--- config.mk ---
export PLATFORM = sky130hd
export DESIGN_NAME = servo_pwm_bank_flat
export DESIGN_NICKNAME = d
export VERILOG_FILES = /design/src/rtl/servo_pwm_bank_if.sv /design/src/rtl/servo_pwm_bank.sv /design/src/flat_wrapper.sv
export SDC_FILE = /design/constraint.sdc
export NUM_CORES = 1
export LEC_CHECK = 0
export BUFFER_PORTS_ARGS = -buffer_cell sky130_fd_sc_hd__buf_2
export CAP_MARGIN = 5
export CORE_ASPECT_RATIO = 0.7
export CORE_MARGIN = 4
export CORE_UTILIZATION = 24
export DETAILED_ROUTE_END_ITERATION = 8
export SLEW_MARGIN = 20
export SYNTH_ARGS = -nofsm -noshare
export SYNTH_HDL_FRONTEND = slang
export SYNTH_SLANG_ARGS = --single-unit
--- constraint.sdc ---
create_clock -name clk -period 6.4 [get_ports clk]
set_clock_uncertainty 0.2 [all_clocks]
set_input_delay 0.96 -clock clk [delete_from_list [all_inputs] [get_ports clk]]
set_output_delay 0.96 -clock clk [all_outputs]
set_load 0.05 [all_outputs]
--- src/rtl/servo_pwm_bank_if.sv ---
// Write port and pin outputs of servo_pwm_bank, bundled as one interface.
//
// Signals:
//   wr_en        write strobe, one cycle per write (no backpressure)
//   wr_ch        channel index; indices >= NUM_CH are ignored by the bank
//   wr_pos       target position code
//   pwm          servo pulse outputs, one bit per channel
//   frame_start  one-cycle pulse after each frame wrap
//   all_settled  every channel's current position equals its target
//
// Modports: master = control side (drives writes), slave = the PWM bank.
interface servo_pwm_bank_if #(
    parameter int unsigned NUM_CH = 4,
    parameter int unsigned POS_W  = 8,
    parameter int unsigned CH_W   = (NUM_CH > 1) ? $clog2(NUM_CH) : 1
);
    logic              wr_en;
    logic [CH_W-1:0]   wr_ch;
    logic [POS_W-1:0]  wr_pos;
    logic [NUM_CH-1:0] pwm;
    logic              frame_start;
    logic              all_settled;

    modport master (
        output wr_en, wr_ch, wr_pos,
        input  pwm, frame_start, all_settled
    );

    modport slave (
        input  wr_en, wr_ch, wr_pos,
        output pwm, frame_start, all_settled
    );
endinterface

--- src/rtl/servo_pwm_bank.sv ---
// Multi-channel RC-servo PWM generator sharing one microsecond timebase.
//
// Each channel holds a target position (written through the bus) and a current
// position. The current position is only updated at a frame wrap, so a pulse
// width never changes inside a frame. Pulse width in us is
//   MIN_US + ((cur * (MAX_US - MIN_US)) >> POS_W).
//
// Ports:
//   clk   system clock
//   rst   synchronous, active-high reset
//   bus   servo_pwm_bank_if.slave: wr_en/wr_ch/wr_pos in; pwm/frame_start/all_settled out
//
// Build option: define SERVO_SLEW_EN to limit each channel's position change to
// SLEW_STEP codes per frame. Without it the current position jumps straight to
// the target at each wrap and SLEW_STEP only takes part in the parameter check.
module servo_pwm_bank #(
    parameter int unsigned CLK_FREQUENCY = 12000000,
    parameter int unsigned NUM_CH        = 4,
    parameter int unsigned POS_W         = 8,
    parameter int unsigned FRAME_US      = 20000,
    parameter int unsigned MIN_US        = 1000,
    parameter int unsigned MAX_US        = 2000,
    parameter int unsigned SLEW_STEP     = 1
) (
    input logic             clk,
    input logic             rst,
    servo_pwm_bank_if.slave bus
);

    localparam int unsigned DIV    = CLK_FREQUENCY / 1000000;
    localparam int unsigned PRE_W  = (DIV > 1) ? $clog2(DIV) : 1;
    localparam int unsigned US_W   = $clog2(FRAME_US);
    localparam int unsigned SPAN   = MAX_US - MIN_US;
    localparam int unsigned PROD_W = POS_W + $clog2(SPAN + 1);
    localparam int unsigned CH_W   = (NUM_CH > 1) ? $clog2(NUM_CH) : 1;

    localparam logic [POS_W-1:0] POS_MID = POS_W'(1 << (POS_W - 1));

    localparam bit CFG_OK = (DIV * 1000000 == CLK_FREQUENCY) && (DIV >= 2) &&
                            (NUM_CH >= 1) && (NUM_CH <= 16) && (POS_W >= 1) &&
                            (MIN_US < MAX_US) && (MAX_US < FRAME_US) && (SLEW_STEP >= 1);

    if (!CFG_OK) begin : g_cfg_check
        $error("servo_pwm_bank: inconsistent parameter set");
    end

    // Timebase
    logic [PRE_W-1:0] pre_q, pre_d;
    logic [US_W-1:0]  us_q, us_d;
    logic             us_tick;
    logic             wrap;

    // Per-channel positions and derived widths
    logic [POS_W-1:0] tgt_q [NUM_CH];
    logic [POS_W-1:0] tgt_d [NUM_CH];
    logic [POS_W-1:0] cur_q [NUM_CH];
    logic [POS_W-1:0] cur_d [NUM_CH];
    logic [US_W-1:0]  width [NUM_CH];

    // Registered outputs
    logic [NUM_CH-1:0] pwm_q, pwm_d;
    logic              fs_q, fs_d;
    logic              settled_q, settled_d;

`ifdef SERVO_SLEW_EN
    // Move cur toward tgt by at most SLEW_STEP, landing exactly on tgt.
    function automatic logic [POS_W-1:0] step_toward(input logic [POS_W-1:0] cur,
                                                     input logic [POS_W-1:0] tgt);
        logic [POS_W-1:0] gap;
        step_toward = tgt;
        if (cur < tgt) begin
            gap = tgt - cur;
            if (32'(gap) > SLEW_STEP) step_toward = cur + POS_W'(SLEW_STEP);
        end else begin
            gap = cur - tgt;
            if (32'(gap) > SLEW_STEP) step_toward = cur - POS_W'(SLEW_STEP);
        end
    endfunction
`endif

    always_comb begin
        us_tick = (pre_q == PRE_W'(DIV - 1));
        wrap    = us_tick && (us_q == US_W'(FRAME_US - 1));

        pre_d = us_tick ? '0 : pre_q + PRE_W'(1);
        us_d  = us_q;
        if (us_tick) begin
            us_d = wrap ? '0 : us_q + US_W'(1);
        end

        // Out-of-range channel indices match no slot and are dropped.
        for (int i = 0; i < NUM_CH; i++) begin
            tgt_d[i] = tgt_q[i];
            if (bus.wr_en && (bus.wr_ch == CH_W'(i))) begin
                tgt_d[i] = bus.wr_pos;
            end
        end

        // cur follows the pre-edge target, so a write in the wrap cycle waits a frame.
        for (int i = 0; i < NUM_CH; i++) begin
            cur_d[i] = cur_q[i];
            if (wrap) begin
`ifdef SERVO_SLEW_EN
                cur_d[i] = step_toward(cur_q[i], tgt_q[i]);
`else
                cur_d[i] = tgt_q[i];
`endif
            end
        end

        // The compare sees us_cnt == FRAME_US-1 at the wrap edge, which is never
        // inside a pulse, so using cur_q here equals using the freshly updated value.
        for (int i = 0; i < NUM_CH; i++) begin
            width[i] = US_W'(MIN_US) +
                       US_W'((PROD_W'(cur_q[i]) * PROD_W'(SPAN)) >> POS_W);
            pwm_d[i] = (us_q < width[i]);
        end

        fs_d = wrap;

        settled_d = 1'b1;
        for (int i = 0; i < NUM_CH; i++) begin
            if (cur_q[i] != tgt_q[i]) settled_d = 1'b0;
        end
    end

    always_ff @(posedge clk) begin
        if (rst) begin
            pre_q     <= '0;
            us_q      <= '0;
            pwm_q     <= '0;
            fs_q      <= 1'b0;
            settled_q <= 1'b1;
            for (int i = 0; i < NUM_CH; i++) begin
                tgt_q[i] <= POS_MID;
                cur_q[i] <= POS_MID;
            end
        end else begin
            pre_q     <= pre_d;
            us_q      <= us_d;
            pwm_q     <= pwm_d;
            fs_q      <= fs_d;
            settled_q <= settled_d;
            for (int i = 0; i < NUM_CH; i++) begin
                tgt_q[i] <= tgt_d[i];
                cur_q[i] <= cur_d[i];
            end
        end
    end

    assign bus.pwm         = pwm_q;
    assign bus.frame_start = fs_q;
    assign bus.all_settled = settled_q;

endmodule
--- src/flat_wrapper.sv ---
// flat-port wrapper written by rule: the top's interface ports become plain ports
module servo_pwm_bank_flat 
#(
    parameter int unsigned CLK_FREQUENCY = 12000000,
    parameter int unsigned NUM_CH        = 4,
    parameter int unsigned POS_W         = 8,
    parameter int unsigned FRAME_US      = 20000,
    parameter int unsigned MIN_US        = 1000,
    parameter int unsigned MAX_US        = 2000,
    parameter int unsigned SLEW_STEP     = 1
)
  (clk, rst, bus_wr_en, bus_wr_ch, bus_wr_pos, bus_pwm, bus_frame_start, bus_all_settled);
  servo_pwm_bank_if #(.NUM_CH(NUM_CH), .POS_W(POS_W)) bus_i ();
  input logic clk;
  input logic rst;
  input wire logic [$bits(bus_i.wr_en)-1:0] bus_wr_en;
  input wire logic [$bits(bus_i.wr_ch)-1:0] bus_wr_ch;
  input wire logic [$bits(bus_i.wr_pos)-1:0] bus_wr_pos;
  output wire logic [$bits(bus_i.pwm)-1:0] bus_pwm;
  output wire logic [$bits(bus_i.frame_start)-1:0] bus_frame_start;
  output wire logic [$bits(bus_i.all_settled)-1:0] bus_all_settled;
  assign bus_i.wr_en = bus_wr_en;
  assign bus_i.wr_ch = bus_wr_ch;
  assign bus_i.wr_pos = bus_wr_pos;
  assign bus_pwm = bus_i.pwm;
  assign bus_frame_start = bus_i.frame_start;
  assign bus_all_settled = bus_i.all_settled;
  servo_pwm_bank #(.CLK_FREQUENCY(CLK_FREQUENCY), .NUM_CH(NUM_CH), .POS_W(POS_W), .FRAME_US(FRAME_US), .MIN_US(MIN_US), .MAX_US(MAX_US), .SLEW_STEP(SLEW_STEP)) u_core (.clk(clk), .rst(rst), .bus(bus_i));
endmodule
; Word-level counts from Yosys, hierarchy flattened
; Memory sizes are Yosys's and may differ from the RTL's.
; Index checks and enable logic that the tools add are counted.
[word_totals]
reg_bits = 25
latchBits = 0
ram_bits = 64
romBits = 0
inputBits = 13
out_inout_bits = 6
elab_cells = 69
memories = 2
[op_classes]
addsub = 6
mul = 4
n_div = 0
magnitude_cmp = 4
eq_ne = 9
shifts = 0
muxes = 24
bitwise_logic = 8
reduce_logical = 7
[mem_list]
columns = name, words, width, read_ports, rd_clocked_by_memory_dff, wr, line
row1 = u_core.cur_q, 4, 8, 4, 0, 4, servo_pwm_bank.sv:56  ; logic [POS_W-1:0] cur_q [NUM_CH];
row2 = u_core.tgt_q, 4, 8, 4, 0, 4, servo_pwm_bank.sv:54  ; logic [POS_W-1:0] tgt_q [NUM_CH];
[ops]
columns = operator, n
row1 = $mux 8, 16
row2 = $lt 15x15->1, 4
row3 = $mul 8x7->15 const B, 4
row4 = $add 10x10->11 const A, 4
row5 = $ne 8x8->1, 4
row6 = $add 15x1->15 const B, 1
row7 = $eq 15x15->1 const B, 1
row8 = $mux 15, 1
row9 = $or 1x1->1, 8
row10 = $mux 1, 7
row11 = $logic_and 1x1->1, 5
row12 = $add 4x1->4 const B, 1
row13 = $eq 2x2->1 const B, 2
row14 = $eq 4x4->1 const B, 1
row15 = $eq 2x1->1 const B, 1
row16 = $logic_not 2->1, 1
row17 = $reduce_or 2->1, 1

; Logic depth before layout (Yosys ltp)
; Gate-level depths: netlist (run 1).
; An unclocked memory read counts as a cell.
[depth]
ltp_word = 6
ltp_mapped = 27
depth_no_buf = 27

; Least setup slack after synthesis (run 1)
; No wires, ideal clock.
[synth_path]
path_kind = flip-flop to flip-flop
from = mem u_core.cur_q[3][2]
to = reg u_core.pwm_q[3] (netlist: u_core.bus.pwm[3])
setup_time_ns = 0.057
arrival_ns = 6.148
required_ns = 6.143
path_slack_ns = -0.005
path_stages_with_launch = 26
n_path_buf = 0
period_less_slack_ns = 6.405
path_cell_list = dfxtp_1 > fa_1 > xor2_1 > ha_1 > fa_1 > inv_1 > fa_1 > inv_1 > ha_1 > nor3_1 > a211oi_1 > a21o_1 > a211oi_1 > nor3_1 > ha_1 > or3b_1 > a21o_1 > mux2_4 > a221oi_2 > xnor2_1 > ha_1 > and4_1 > a211oi_1 > nand2_1 > a41oi_1 > a21o_1
[synth_rtl]
columns = element, line
row1 = "start, declared", servo_pwm_bank.sv:56
row2 = "end signal, assigned", servo_pwm_bank.sv:141  ; pwm_q <= pwm_d;
row3 = "end, declared", servo_pwm_bank.sv:61  ; logic [NUM_CH-1:0] pwm_q, pwm_d;

==> metrics.md, run 1 <==
| Metric | Value |
|---|---|
| Outcome | finished, final reports clean |
| Vias in the first global route | about 7.4k |
| Endpoints failing hold | 0 |
| GPL Wtd Cong | just over 0.8 |
| N_diodes | 0 |
| Worst Path Required | between 6 and 7 ns |
| Synth warn | 0 |
| CTS tree | done |
| Pin count of the biggest net entering global routing | 76 |
| Crit Path Class | reg -> reg |
| Clk_lat worst skew | 0.36 ns |
| Min Clock Period, post-route | 6.15 ns |
| Final Instance Area | ~12000 um2 |
| Placed standard-cell area | 11200 um2 |
| Die H | around 180 um |
| Startpoint Class | flip-flop |
| # IOs | 19 |
| 1st-pass router iterations | 5 |
| Fraction of layout cells with a size suffix above 1 | about a tenth |
| Synthesized area per cell | roughly 9.2 um2 |
| CP delay by family, top | adder cells |
| Vias/cell | between 4 and 5 |
| Pwr Density | between 90 and 100 nW/um2 |
| Synth cell types | 64 |
| Initial core utilization | between 20% and 30% |
| Crit-path max cell delay | 0.62 ns |
| HP Class | reg -> reg |
| # rows | 63 |
| Count of input and output buffers | 18 |
| Routed len/inst | 14.0 um |
| Most used DFF post-synth | dfxtp_1 |
| Pleak | between 5 and 6 nW |
| H-tree levels | 3 |
| Fin cells | approximately 1.7k |
| Initial antenna violation count | 0 |
| Hold-fix buffers at CTS | 0 |
| Slew margin rel. | 29.9% |
| WP data arrival | roughly 6.3 ns |
| Asr flop ratio synth | 0% |
| Core Footprint | ~42000 um2 |
| Max cap viols | 0 |
| Clk buf depth | 2 |
| CP Max Fanout | 3 |
| Total CTS buffers | 9 |
| Reg clk slew, reported paths | 0.07 ns |
| Buf/Inv on CP | 3 |
| Cell Area, Synth | ~10000 um2 |
| Maximum vdd drop | ~130 uV |
| DRC viols | 0 |
| Die width | ~260 um |
| 1st-iter DRT viols | 389 |
| Full die area | about 46000 um2 |
| Vias | roughly 7.6k |
| Slew @ Worst Pin | 1.04 ns |
| Yosys reg bits | between 80 and 90 |
| Tcrit/Tclk final | around 96% |
| Final wirelength | around 24 mm |
| Post-synth EDFFs | 0 |
| Global-route wire length before repair | slightly below 40 mm |
| Final setup fails | 0 |
| Dpl cells | roughly 1.7k |
| Synthesized Nets | between 1k and 1.5k |
| Overall routing resource usage | a little over 10% |
| Antenna-violating nets left | 0 |
| Fmax | between 150 and 200 MHz |
| CTS sink cnt | 89 |
| Cells after synthesis | around 1.1k |
| Overall power | 1.17 mW |
| Filler Cell Count | roughly 4.5k |
| Critical Path Slowest Stage Cell | fa_2 |
| Slew Limit Fails | 0 |
| Root Buffer | clkbuf_16 |
| Final Net Count | about 1.4k |
| Total gr overflow | 0 |
| Final worst setup slack | approximately 0.25 ns |
| Area grow syn2layout | 13.6% |
| Post-route setup TNS | 0 ns |
| Worst setup EP type | flip-flop |
| DPL Wire Length | between 15 and 20 mm |
| Place WS | roughly 0.024 ns |
| Seq/Total Area, Yosys | around 17% |
==> cells in the final DEF, fill, tap and decap left out, types with 3 or more instances in the layout <==
master / count
a2111oi_2: 3
a211o_1: 8
a211oi_1: 5
a211oi_2: 5
a21o_1: 13
a21oi_1: 38
a31oi_1: 4
and2_1: 6
and3_1: 5
buf_2: 18
buf_4: 31
clkbuf_16: 9
dfxtp_1: 85
dfxtp_2: 3
fa_1: 79
ha_1: 186
inv_1: 142
mux2i_1: 46
nand2_1: 63
nand2b_1: 9
nand3_1: 19
nand3b_1: 4
nand4_1: 12
nor2_1: 96
nor2b_1: 18
nor3_1: 25
nor3_2: 5
nor3_4: 4
nor3b_1: 5
nor4_1: 6
o21a_1: 4
o21ai_0: 16
o31ai_1: 3
or2_2: 6
or3_1: 5
xnor2_1: 66
xor2_1: 51
==> worst reg2reg max path: cells and delay by family (launching register included) <==
family	cells	cell delay [ns]
fa+ha+maj	7	2.62
flops	1	0.34
mux	1	0.27
buf+inv	3	0.23
simple gates	4	0.74
xor+xnor	3	0.39
compound gates	7	1.30
==> routing by layer <==
metal | wire, um | GRT usage (%) | vias to the layer above
li1 | - | - | 3854
met1 | 12900 | 15.7 | 3609
met2 | 9670 | 15.0 | 114
met3 | 1060 | 2.47 | 20
met4 | 264 | 1.62 | 0
met5 | 0 | 0 | -
==> registers in the layout, indices dropped and copies added, names as in the netlist <==
signal / flops
u_core.bus.all_settled: 1
u_core.us_q: 15
u_core.pre_q: 4
u_core.tgt_q: 32
u_core.bus.frame_start: 1
u_core.cur_q: 32
u_core.bus.pwm: 4
==> what timing repair did <==
action	CTS	global route
pin swaps	1	18
gates resized for setup	1	36
setup buffers	0	5
hold endpoints to repair	0	0
setup endpoints to repair	1	3
==> worst paths after layout <==
kind	start	endpoint	slack, ns	cells after the start
worst max-delay path	u_core.cur_q[3][0]	u_core.bus.pwm[3]	0.25	25
worst max register to register	u_core.cur_q[3][0]	u_core.bus.pwm[3]	0.25	25
worst min-delay path	u_core.pre_q[0]	u_core.pre_q[0]	0.27	1
worst min register to register	u_core.pre_q[0]	u_core.pre_q[0]	0.27	1
==> logic make-up after synthesis <==
group | after synthesis | share of synthesized area [%]
AOI/OAI and AO/OA | 127 | 9.02
xor gates and xnor gates | 117 | 9.94
adders and majority gates | 270 | 38.6
buffers and inverters | 162 | 5.94
DFF | 89 | 17.3
muxes | 48 | 4.71
and+or+nand+nor | 304 | 14.5
==> final cells by class <==
cell class                 instances  area, um2  share of cell area, %
clock buffer                      13        260                   2.22
multi-input combinational        866       8090                   69.1
tap                              552        691                   5.90
timing repair buffer              49        323                   2.76
clock inverter                     3       23.8                  0.203
inverter                         142        533                   4.55
sequential                        89       1790                   15.3
==> cell usage after synthesis (all sizes together), types with 9 or more instances <==
| cell | number | area, um2 |
|---|---|---|
| a211oi | 10 | 75.1 |
| a21o | 13 | 97.6 |
| a21oi | 41 | 216 |
| clkbuf | 15 | 56.3 |
| dfxtp | 89 | 1780 |
| fa | 80 | 1600 |
| ha | 190 | 2380 |
| inv | 142 | 533 |
| mux2i | 47 | 470 |
| nand2 | 63 | 236 |
| nand2b | 9 | 56.3 |
| nand3 | 20 | 100 |
| nand4 | 13 | 87.6 |
| nor2 | 98 | 368 |
| nor2b | 18 | 113 |
| nor3 | 34 | 190 |
| o21ai | 17 | 85.1 |
| xnor2 | 66 | 578 |
| xor2 | 51 | 447 |
==> where the power goes <==
part / switching, mW / internal [mW] / total (mW) / leakage (nW)
clock network: 0.234 / 0.287 / 0.521 / 0.132
logic: 0.0472 / 0.0239 / 0.0712 / 4.54
registers: 0.00968 / 0.564 / 0.574 / 0.724
==> through the flow <==
stage	utilization (%)	hold slack, ns
after floorplan	-	0.232
after global placement	26.4	0.244
after detailed placement	26.4	0.266
after CTS	27.1	0.275
after global routing	27.6	0.312
final	27.6	0.268
No activity file was read; power rests on OpenSTA's default activity.
==> inputs of run 2 (changes only) <==
--- a/config.mk
+++ b/config.mk
@@ -11,6 +11,7 @@
 export CORE_MARGIN = 4
 export CORE_UTILIZATION = 24
 export DETAILED_ROUTE_END_ITERATION = 8
+export SETUP_SLACK_MARGIN = 0.5
 export SLEW_MARGIN = 20
 export SYNTH_ARGS = -nofsm -noshare
 export SYNTH_HDL_FRONTEND = slang
==> run 2 against run 1 <==
Final area up 0.75%. Via count down 1.0%. Die area unchanged. Clock power up 7.3%. Utilization up 0.21 points. Highest routed layer unchanged.
==> metrics.md, run 2 (same netlist as run 1, synthesis figures left out) <==
| Metric | Value |
|---|---|
| Outcome | finished, final reports clean |
| Endpoints failing hold | 0 |
| Die H | between 150 and 200 um |
| Net Sw Power | roughly 0.3 mW |
| Final Net Count | approximately 1.4k |
| Comb pwr share | 5.8% |
| HP Class | reg -> reg |
| Place WS | between 0.1 and 0.15 ns |
| Slew Limit Fails | 0 |
| # rows | 63 |
| Tcrit/Tclk final | between 90% and 100% |
| Pleak | around 5.4 nW |
| H-tree levels | 3 |
| 1st-pass router iterations | 5 |
| Pint | 0.904 mW |
| Crit-path max cell delay | approximately 0.6 ns |
| # IOs | 19 |
| Critical Path Slowest Stage Cell | fa_1 |
| Fmax | 164 MHz |
| Antenna-violating nets left | 0 |
| Root Buffer | clkbuf_16 |
| CTS sink cnt | just under 90 |
| Most frequent cells in the layout | 185 x ha_1, 141 x inv_1, 94 x nor2_1 |
| Startpoint Class | flip-flop |
| WP data arrival | 6.21 ns |
| CTS tree | done |
| Die width | around 260 um |
| Fraction of layout cells with a size suffix above 1 | approximately 11% |
| Post-route setup TNS | 0 ns |
| DPL Wire Length | between 15 and 20 mm |
| Commonest non-fill, non-tap cell in the layout | ha_1 |
| Max cap viols | 0 |
| Largest registers | u_core.cur_q x32, u_core.tgt_q x32, u_core.us_q x15 |
| Maximum vdd drop | 135 uV |
| Full die area | around 46000 um2 |
| Initial core utilization | ~24% |
| Routed len/inst | around 14 um |
| Worst setup EP type | flip-flop |
| Total CTS buffers | 9 |
| Initial antenna violation count | 0 |
| DRC viols | 0 |
| Flop pwr share | a little under half |
| Crit Path Class | reg -> reg |
| Min Clock Period, post-route | about 6 ns |
| Sw Ratio | 24.7% |
| Clock share of power | 46.6% |
| N_diodes | 0 |
| Met2 Use GR | between 10 and 15% |
| 1st-iter DRT viols | around 440 |
| Final worst setup slack | ~0.29 ns |
| Pwr Density | a little over 100 nW/um2 |
| Area grow syn2layout | 14.5% |
| GPL Wtd Cong | just over 0.8 |
| Overall routing resource usage | 10.2% |
| Clk buf depth | 2 |
| Reg clk slew, reported paths | approximately 0.07 ns |
| Final setup fails | 0 |
| Worst Path Required | roughly 6.5 ns |
| Core Footprint | 42400 um2 |
| Most crowded layer after global routing | met1 |
| Total gr overflow | 0 |
| Slew margin rel. | 44.7% |
| Global-route wire length before repair | about 39 mm |
| Count of input and output buffers | 18 |
| Vias in the first global route | 7382 |
| Filler Cell Count | 4433 |
| CP Max Fanout | 7 |
| Clk_lat worst skew | roughly 0.36 ns |
| Slew @ Worst Pin | between 0.8 and 0.9 ns |
| Met1 Track Usage GR | 16.1% |
| Final wirelength | ~24 mm |
| Vias | around 7.5k |
| Pin count of the biggest net entering global routing | 76 |
| RSZ-0062 raised after global routing | true |
| GRT met3 Usage | 2.40% |
| Vias/cell | 4.40 |
## run 2: what timing repair did
item	4_1_cts	5_1_grt
pin swaps	16	12
setup buffers	8	3
endpoints found under the setup margin	4	4
gates resized for setup	20	33
hold buffers	0	0
endpoints found under the hold margin	0	0
## run 2: layout make-up
class                           instances  area (um2)  share of cell area [%]
Multi-Input combinational cell        866        8170                    69.2
Sequential cell                        89        1820                    15.4
Tap cell                              552         691                    5.85
Inverter                              142         533                    4.52
Timing Repair Buffer                   43         278                    2.35
Clock buffer                           10         239                    2.03
Clock inverter                          6        71.3                   0.604
## run 2: worst max-delay path, delay by kind of cell (launching register included)
kind / cells / cell delay [ns]
fa+ha+maj: 7 / 2.48
buf+inv: 4 / 0.39
mux: 1 / 0.27
compound gates: 7 / 1.14
flops: 1 / 0.38
xor+xnor: 3 / 0.50
simple gates: 5 / 0.67
## run 2: final timing paths
kind | start | end | slack, ns | depth (start not counted)
setup / recovery | u_core.cur_q[3][1] | u_core.bus.pwm[3] | 0.29 | 27
hold / removal | u_core.pre_q[0] | u_core.pre_q[0] | 0.26 | 1
setup reg to reg | u_core.cur_q[3][1] | u_core.bus.pwm[3] | 0.29 | 27
hold reg to reg | u_core.pre_q[0] | u_core.pre_q[0] | 0.26 | 1
## run 2: through the flow
step	utilization [%]	hold slack (ns)	total power [mW]	cells	instance area, um2
after floorplan	-	0.232	0.629	1117	10400
after global placement	26.4	0.245	0.653	1681	11200
after detailed placement	26.4	0.248	0.655	1681	11200
after CTS	27.4	0.259	1.21	1705	11600
after global routing	27.8	0.289	1.24	1708	11800
final	27.8	0.261	1.20	1708	11800
## run 2: power by group through the flow
| stage | registers (mW) | logic (mW) | clock network (mW) |
|---|---|---|---|
| floorplan | 0.591 | 0.0375 | 0 |
| global placement | 0.586 | 0.0676 | 0 |
| detailed placement | 0.586 | 0.0686 | 0 |
| CTS | 0.572 | 0.0690 | 0.572 |
| global route | 0.572 | 0.0754 | 0.592 |
| finish | 0.571 | 0.0698 | 0.559 |
## run 2: per-layer routing
metal,vias up,part of all wire (%)
met5,-,0
li1,3839,-
met3,14,5.2
met1,3542,55
met2,124,39
met4,0,0.78
